`src/rtl/wb_scheduler_if.sv`:
```
// Handshake bundle for the writeback scheduler: issue port, two writeback
// requesters, the registered regfile write port and the busy scoreboard.
interface wb_scheduler_if #(
    parameter int XLEN = 32,
    parameter int NREG = 32
);
    logic            issue_valid;
    logic [4:0]      issue_rd;
    logic [4:0]      rs1_num;
    logic [4:0]      rs2_num;
    logic            issue_ready;

    logic            alu_valid;
    logic [4:0]      alu_rd;
    logic [XLEN-1:0] alu_data;
    logic            alu_ready;

    logic            lsu_valid;
    logic [4:0]      lsu_rd;
    logic [XLEN-1:0] lsu_data;
    logic            lsu_ready;

    logic            w_enable;
    logic [4:0]      rd_num;
    logic [XLEN-1:0] rd_data;
    logic [NREG-1:0] busy;

    modport master (
        output issue_valid, issue_rd, rs1_num, rs2_num,
        output alu_valid, alu_rd, alu_data,
        output lsu_valid, lsu_rd, lsu_data,
        input  issue_ready, alu_ready, lsu_ready,
        input  w_enable, rd_num, rd_data, busy
    );

    modport slave (
        input  issue_valid, issue_rd, rs1_num, rs2_num,
        input  alu_valid, alu_rd, alu_data,
        input  lsu_valid, lsu_rd, lsu_data,
        output issue_ready, alu_ready, lsu_ready,
        output w_enable, rd_num, rd_data, busy
    );
endinterface

```
`src/rtl/wb_scheduler.sv`:
```
// Writeback scheduler: round-robin ALU/LSU arbitration into a single registered
// regfile write port, plus a busy scoreboard that stalls RAW/WAW hazards at issue.
module wb_scheduler #(
    parameter int XLEN = 32,
    parameter int NREG = 32
) (
    input  logic          clk,
    input  logic          rst,
    wb_scheduler_if.slave bus
);
    localparam int RW = 5;

    // 1 = LSU won the last accepted transfer; reset value lets the ALU win first.
    logic            last_lsu_reg;
    logic            last_lsu_next;
    logic            grant_alu;
    logic            grant_lsu;
    logic            accept;
    logic            issue_fire;
    logic [RW-1:0]   sel_rd;
    logic [XLEN-1:0] sel_data;

    logic            w_enable_reg;
    logic [RW-1:0]   rd_num_reg;
    logic [XLEN-1:0] rd_data_reg;
    logic [NREG-1:0] busy_reg;

    always_ff @(posedge clk or posedge rst) begin
        if (rst) begin
            last_lsu_reg <= 1'b1;
        end else begin
            last_lsu_reg <= last_lsu_next;
        end
    end

    always_comb begin
        last_lsu_next = last_lsu_reg;
        if (accept) begin
            last_lsu_next = grant_lsu;
        end
    end

    always_comb begin
        grant_alu = bus.alu_valid && (!bus.lsu_valid || last_lsu_reg);
        grant_lsu = bus.lsu_valid && !grant_alu;
        accept    = grant_alu || grant_lsu;
        sel_rd    = grant_lsu ? bus.lsu_rd   : bus.alu_rd;
        sel_data  = grant_lsu ? bus.lsu_data : bus.alu_data;
    end

    // rd=0 transfers are consumed but never reach the regfile.
    always_ff @(posedge clk or posedge rst) begin
        if (rst) begin
            w_enable_reg <= 1'b0;
            rd_num_reg   <= '0;
            rd_data_reg  <= '0;
        end else if (accept) begin
            w_enable_reg <= (sel_rd != '0);
            rd_num_reg   <= sel_rd;
            rd_data_reg  <= sel_data;
        end else begin
            w_enable_reg <= 1'b0;
        end
    end

    // busy[0] never sets, so x0 sources and destinations never stall.
    assign issue_fire = bus.issue_valid && bus.issue_ready;

    generate
        for (genvar gi = 0; gi < NREG; gi++) begin : g_busy
            if (gi == 0) begin : g_zero
                assign busy_reg[gi] = 1'b0;
            end else begin : g_bit
                logic set_bit;
                logic clr_bit;
                assign set_bit = issue_fire && (bus.issue_rd == RW'(gi));
                assign clr_bit = w_enable_reg && (rd_num_reg == RW'(gi));
                always_ff @(posedge clk or posedge rst) begin
                    if (rst) begin
                        busy_reg[gi] <= 1'b0;
                    end else if (set_bit) begin
                        busy_reg[gi] <= 1'b1;
                    end else if (clr_bit) begin
                        busy_reg[gi] <= 1'b0;
                    end
                end
            end
        end
    endgenerate

    always_comb begin
        bus.issue_ready = !(busy_reg[bus.rs1_num] || busy_reg[bus.rs2_num] ||
                            busy_reg[bus.issue_rd]);
        bus.alu_ready   = grant_alu;
        bus.lsu_ready   = grant_lsu;
        bus.w_enable    = w_enable_reg;
        bus.rd_num      = rd_num_reg;
        bus.rd_data     = rd_data_reg;
        bus.busy        = busy_reg;
    end
endmodule

```
`src/flat_wrapper.sv`:
```
// flat-port wrapper written by rule: the top's interface ports become plain ports
module wb_scheduler_flat 
#(
    parameter int XLEN = 32,
    parameter int NREG = 32
)
  (clk, rst, bus_issue_valid, bus_issue_rd, bus_rs1_num, bus_rs2_num, bus_alu_valid, bus_alu_rd, bus_alu_data, bus_lsu_valid, bus_lsu_rd, bus_lsu_data, bus_issue_ready, bus_alu_ready, bus_lsu_ready, bus_w_enable, bus_rd_num, bus_rd_data, bus_busy);
  wb_scheduler_if #(.XLEN(XLEN), .NREG(NREG)) bus_i ();
  input  logic clk;
  input  logic rst;
  input wire logic [$bits(bus_i.issue_valid)-1:0] bus_issue_valid;
  input wire logic [$bits(bus_i.issue_rd)-1:0] bus_issue_rd;
  input wire logic [$bits(bus_i.rs1_num)-1:0] bus_rs1_num;
  input wire logic [$bits(bus_i.rs2_num)-1:0] bus_rs2_num;
  input wire logic [$bits(bus_i.alu_valid)-1:0] bus_alu_valid;
  input wire logic [$bits(bus_i.alu_rd)-1:0] bus_alu_rd;
  input wire logic [$bits(bus_i.alu_data)-1:0] bus_alu_data;
  input wire logic [$bits(bus_i.lsu_valid)-1:0] bus_lsu_valid;
  input wire logic [$bits(bus_i.lsu_rd)-1:0] bus_lsu_rd;
  input wire logic [$bits(bus_i.lsu_data)-1:0] bus_lsu_data;
  output wire logic [$bits(bus_i.issue_ready)-1:0] bus_issue_ready;
  output wire logic [$bits(bus_i.alu_ready)-1:0] bus_alu_ready;
  output wire logic [$bits(bus_i.lsu_ready)-1:0] bus_lsu_ready;
  output wire logic [$bits(bus_i.w_enable)-1:0] bus_w_enable;
  output wire logic [$bits(bus_i.rd_num)-1:0] bus_rd_num;
  output wire logic [$bits(bus_i.rd_data)-1:0] bus_rd_data;
  output wire logic [$bits(bus_i.busy)-1:0] bus_busy;
  assign bus_i.issue_valid = bus_issue_valid;
  assign bus_i.issue_rd = bus_issue_rd;
  assign bus_i.rs1_num = bus_rs1_num;
  assign bus_i.rs2_num = bus_rs2_num;
  assign bus_i.alu_valid = bus_alu_valid;
  assign bus_i.alu_rd = bus_alu_rd;
  assign bus_i.alu_data = bus_alu_data;
  assign bus_i.lsu_valid = bus_lsu_valid;
  assign bus_i.lsu_rd = bus_lsu_rd;
  assign bus_i.lsu_data = bus_lsu_data;
  assign bus_issue_ready = bus_i.issue_ready;
  assign bus_alu_ready = bus_i.alu_ready;
  assign bus_lsu_ready = bus_i.lsu_ready;
  assign bus_w_enable = bus_i.w_enable;
  assign bus_rd_num = bus_i.rd_num;
  assign bus_rd_data = bus_i.rd_data;
  assign bus_busy = bus_i.busy;
  wb_scheduler #(.XLEN(XLEN), .NREG(NREG)) u_core (.clk(clk), .rst(rst), .bus(bus_i));
endmodule
```
`config.mk`:
```
export PLATFORM = sky130hd
export DESIGN_NAME = wb_scheduler_flat
export DESIGN_NICKNAME = d
export VERILOG_FILES = /design/src/rtl/wb_scheduler_if.sv /design/src/rtl/wb_scheduler.sv /design/src/flat_wrapper.sv
export SDC_FILE = /design/constraint.sdc
export NUM_CORES = 1
export LEC_CHECK = 0
export BUFFER_PORTS_ARGS = -buffer_cell sky130_fd_sc_hd__clkbuf_2
export CAP_MARGIN = 20
export CORE_UTILIZATION = 39
export DETAILED_ROUTE_END_ITERATION = 7
export HOLD_SLACK_MARGIN = 0.03
export PLACE_DENSITY = 0.64
export SLEW_MARGIN = 10
export SYNTH_ARGS = -nofsm -noshare
export SYNTH_HDL_FRONTEND = slang
export SYNTH_SLANG_ARGS = --single-unit
```
`constraint.sdc`:
```
create_clock -name clk -period 2.8 [get_ports clk]
set_clock_uncertainty 0.1 [all_clocks]
set_input_delay 0.14 -clock clk [delete_from_list [all_inputs] [get_ports clk]]
set_output_delay 0.14 -clock clk [all_outputs]
set_load 0.01 [all_outputs]
```
==> run metrics <==
status=finished clean; number of synthesis warnings=0; Post-synth ARST share=1.00; most frequent cells in the layout=clkbuf_2 (165), dlygate4sd3_1 (75), dfrtp_1 (69), mux2i_1 (54), nor2_1 (44); crit-path cells=mux4_1, mux2i_1, nor3b_1, nor4_4, and3_2, clkbuf_2; First-pass DRT Iterations=4; CP max stage delay=520 ps; Detail Placement HPWL=9450 µm; initial cell density of the core=0.410; Avg Cell Area, Syn=10.0 µm²; GR peak layer=met2; I/O Pins=167; gr ovfl total=0; n_diodes=0; first-pass GRT wire length=22300 µm; setup repair after global routing missed its margin=no; Worst Tran Pin Value=863 ps; DR vias/cell=5.47; flop and latch count out of synthesis=70; Max clock buf depth=2; num rows=36; die width=104 µm; clock sinks=70; most common library cell in the layout ignoring fill and taps=clkbuf_2; GR Layer Usage met1=0.320; Worst Hold Class=input pin to register; met3 Resource Use GR=0.0583; Mapped Area=about 4100 µm²; crit end category=output port; placer congestion estimate=0.921; Area Growth Syn to Fin=45.8%; Peak VDD IR=332 µV; hold_sp=bus_lsu_data[24]; Avg WL per Cell=17.8 µm; Fin Setup TNS=0 ps; Post-Syn Nets=501; Req. time, crit path=2560 ps; MaxCap Viol Count=0; clk_lat worst skew=360 ps; DRT Wirelength=about 14000 µm; Placement Cell Area=5000 µm²; CTS tree=built; EDFF count, synth=0; pin count of the biggest net entering global routing=39; final hold vios=0; initial antenna violation count=0; Largest register FFs=32; buffers added on ports=165; die area=10900 µm²; Root Driver=clkbuf_8; Util after Layout=0.598; Final #Nets=734; max frequency=378 MHz; Seq/Total Area, Yosys=0.429; Slew Limit Fails=0; fin crit period=between 2000 and 3000 ps; Slew headroom=0.409; final setup fails=0; vias in the first global route=4298; worst setup path category=register to output port; Final Cycle Share=0.944; ys flop type=dfrtp_1; GRT Total Usage=0.262; Static Leak=2.79 nW; Die Y=104 µm; CP startpoint kind=register; layout cells sized above 1=0.330; met2 Track Usage GR=0.447; Post-Layout Inst Area=5950 µm²; vias post-DR=about 4300; Pwr Density=698 nW/µm²; CP arrival=2400 ps; Setup Fix Bufs, Post-CTS=0; worst r2r src=u_core.bus.busy[10]$_DFFE_PP0P_; Netlist cell types=46; Residual DRC=0; ANT nets after route=0; worst-path fanout max=5; critical path launch point=u_core.bus.busy[10]$_DFFE_PP0P_; DRT iter0 DRCs=about 350; H-tree depth=3; clock slew seen by the registers of the worst setup and hold paths=70 ps; Worst path slowest cell=mux4_1; Inserted Clock Buffers=9; Post-Synthesis Cells=407; Core ar.=9950 µm²
## stage by stage
step,setup WS (ps),hold slack [ps],power [mW],std cells
after floorplan,700,94.5,2.48,407
after global placement,401,28.9,3.13,687
after detailed placement,318,34.9,3.18,687
after CTS,144,33.6,4.15,778
after global routing,34.0,72.3,4.40,778
final,158,31.7,4.16,778
## per-layer routing
layer	wire length, µm	share of wire	vias to the layer above
met5	0	0	-
met4	337	0.024	0
met3	1160	0.084	30
met2	6750	0.49	220
met1	5600	0.40	2034
li1	-	-	1971
## path summary, 6_finish.rpt
check | endpoint | depth (start not counted) | slack [ps]
min in group asynchronous | u_core.bus.rd_data[3]$_DFFE_PP0P_ | 3 | 200
setup reg to reg | u_core.bus.busy[6]$_DFFE_PP0P_ | 6 | 410
setup / recovery | bus_issue_ready | 6 | 160
hold / removal | u_core.bus.rd_data[24]$_DFFE_PP0P_ | 3 | 30
max in group asynchronous | u_core.bus.busy[24]$_DFFE_PP0P_ | 4 | 1640
hold reg to reg | u_core.last_lsu_reg$_DFFE_PP1P_ | 2 | 450
## cell families (layout without fill, tap and decap cells)
| kind of cell | Yosys count | after routing | share of synthesized area |
|---|---|---|---|
| other | 1 | 1 | 0.000919 |
| muxes | 68 | 68 | 0.207 |
| and+or+nand+nor | 115 | 115 | 0.157 |
| buffers and inverters | 30 | 268 | 0.0383 |
| AOI/OAI and AO/OA | 123 | 123 | 0.168 |
| DFF | 70 | 70 | 0.429 |
## critical path, delay by kind of cell, from the launching register on
| family | cells | cell delay (ps) |
|---|---|---|
| buffers and inverters | 1 | 130 |
| DFF | 1 | 450 |
| muxes | 2 | 670 |
| and+or+nand+nor | 3 | 790 |
## cell type report
class                           instances  area [µm²]
Fill cell                             840        4000
Multi-Input combinational cell        307        2180
Sequential cell                        70        1750
Timing Repair Buffer                  247        1630
Tap cell                              133         166
Clock buffer                           12         155
Clock inverter                          4        45.0
Inverter                                5        18.8
## cells in the mapped netlist, drive strengths merged, types with 7 or more instances
| library cell | count | area share |
|---|---|---|
| buf | 11 | 0.021 |
| nor2b | 12 | 0.019 |
| nand4 | 7 | 0.017 |
| a21oi | 41 | 0.050 |
| mux2i | 54 | 0.13 |
| clkbuf | 14 | 0.013 |
| mux4 | 12 | 0.069 |
| nand2 | 12 | 0.011 |
| nor2 | 44 | 0.040 |
| nand3 | 13 | 0.016 |
| o21ai | 65 | 0.080 |
| dfrtp | 69 | 0.42 |
## timing repair
item | 4_1_cts | 5_1_grt
hold buffers | 75 | 0
resized for setup | 0 | 0
hold endpoints to repair | 56 | 0
## report_power, final
| group | switching, mW | internal [mW] |
|---|---|---|
| registers | 0.417 | 1.31 |
| logic | 0.778 | 0.816 |
| clock network | 0.384 | 0.456 |
| total | 1.58 | 2.58 |
(Power assumes the default switching activity.)
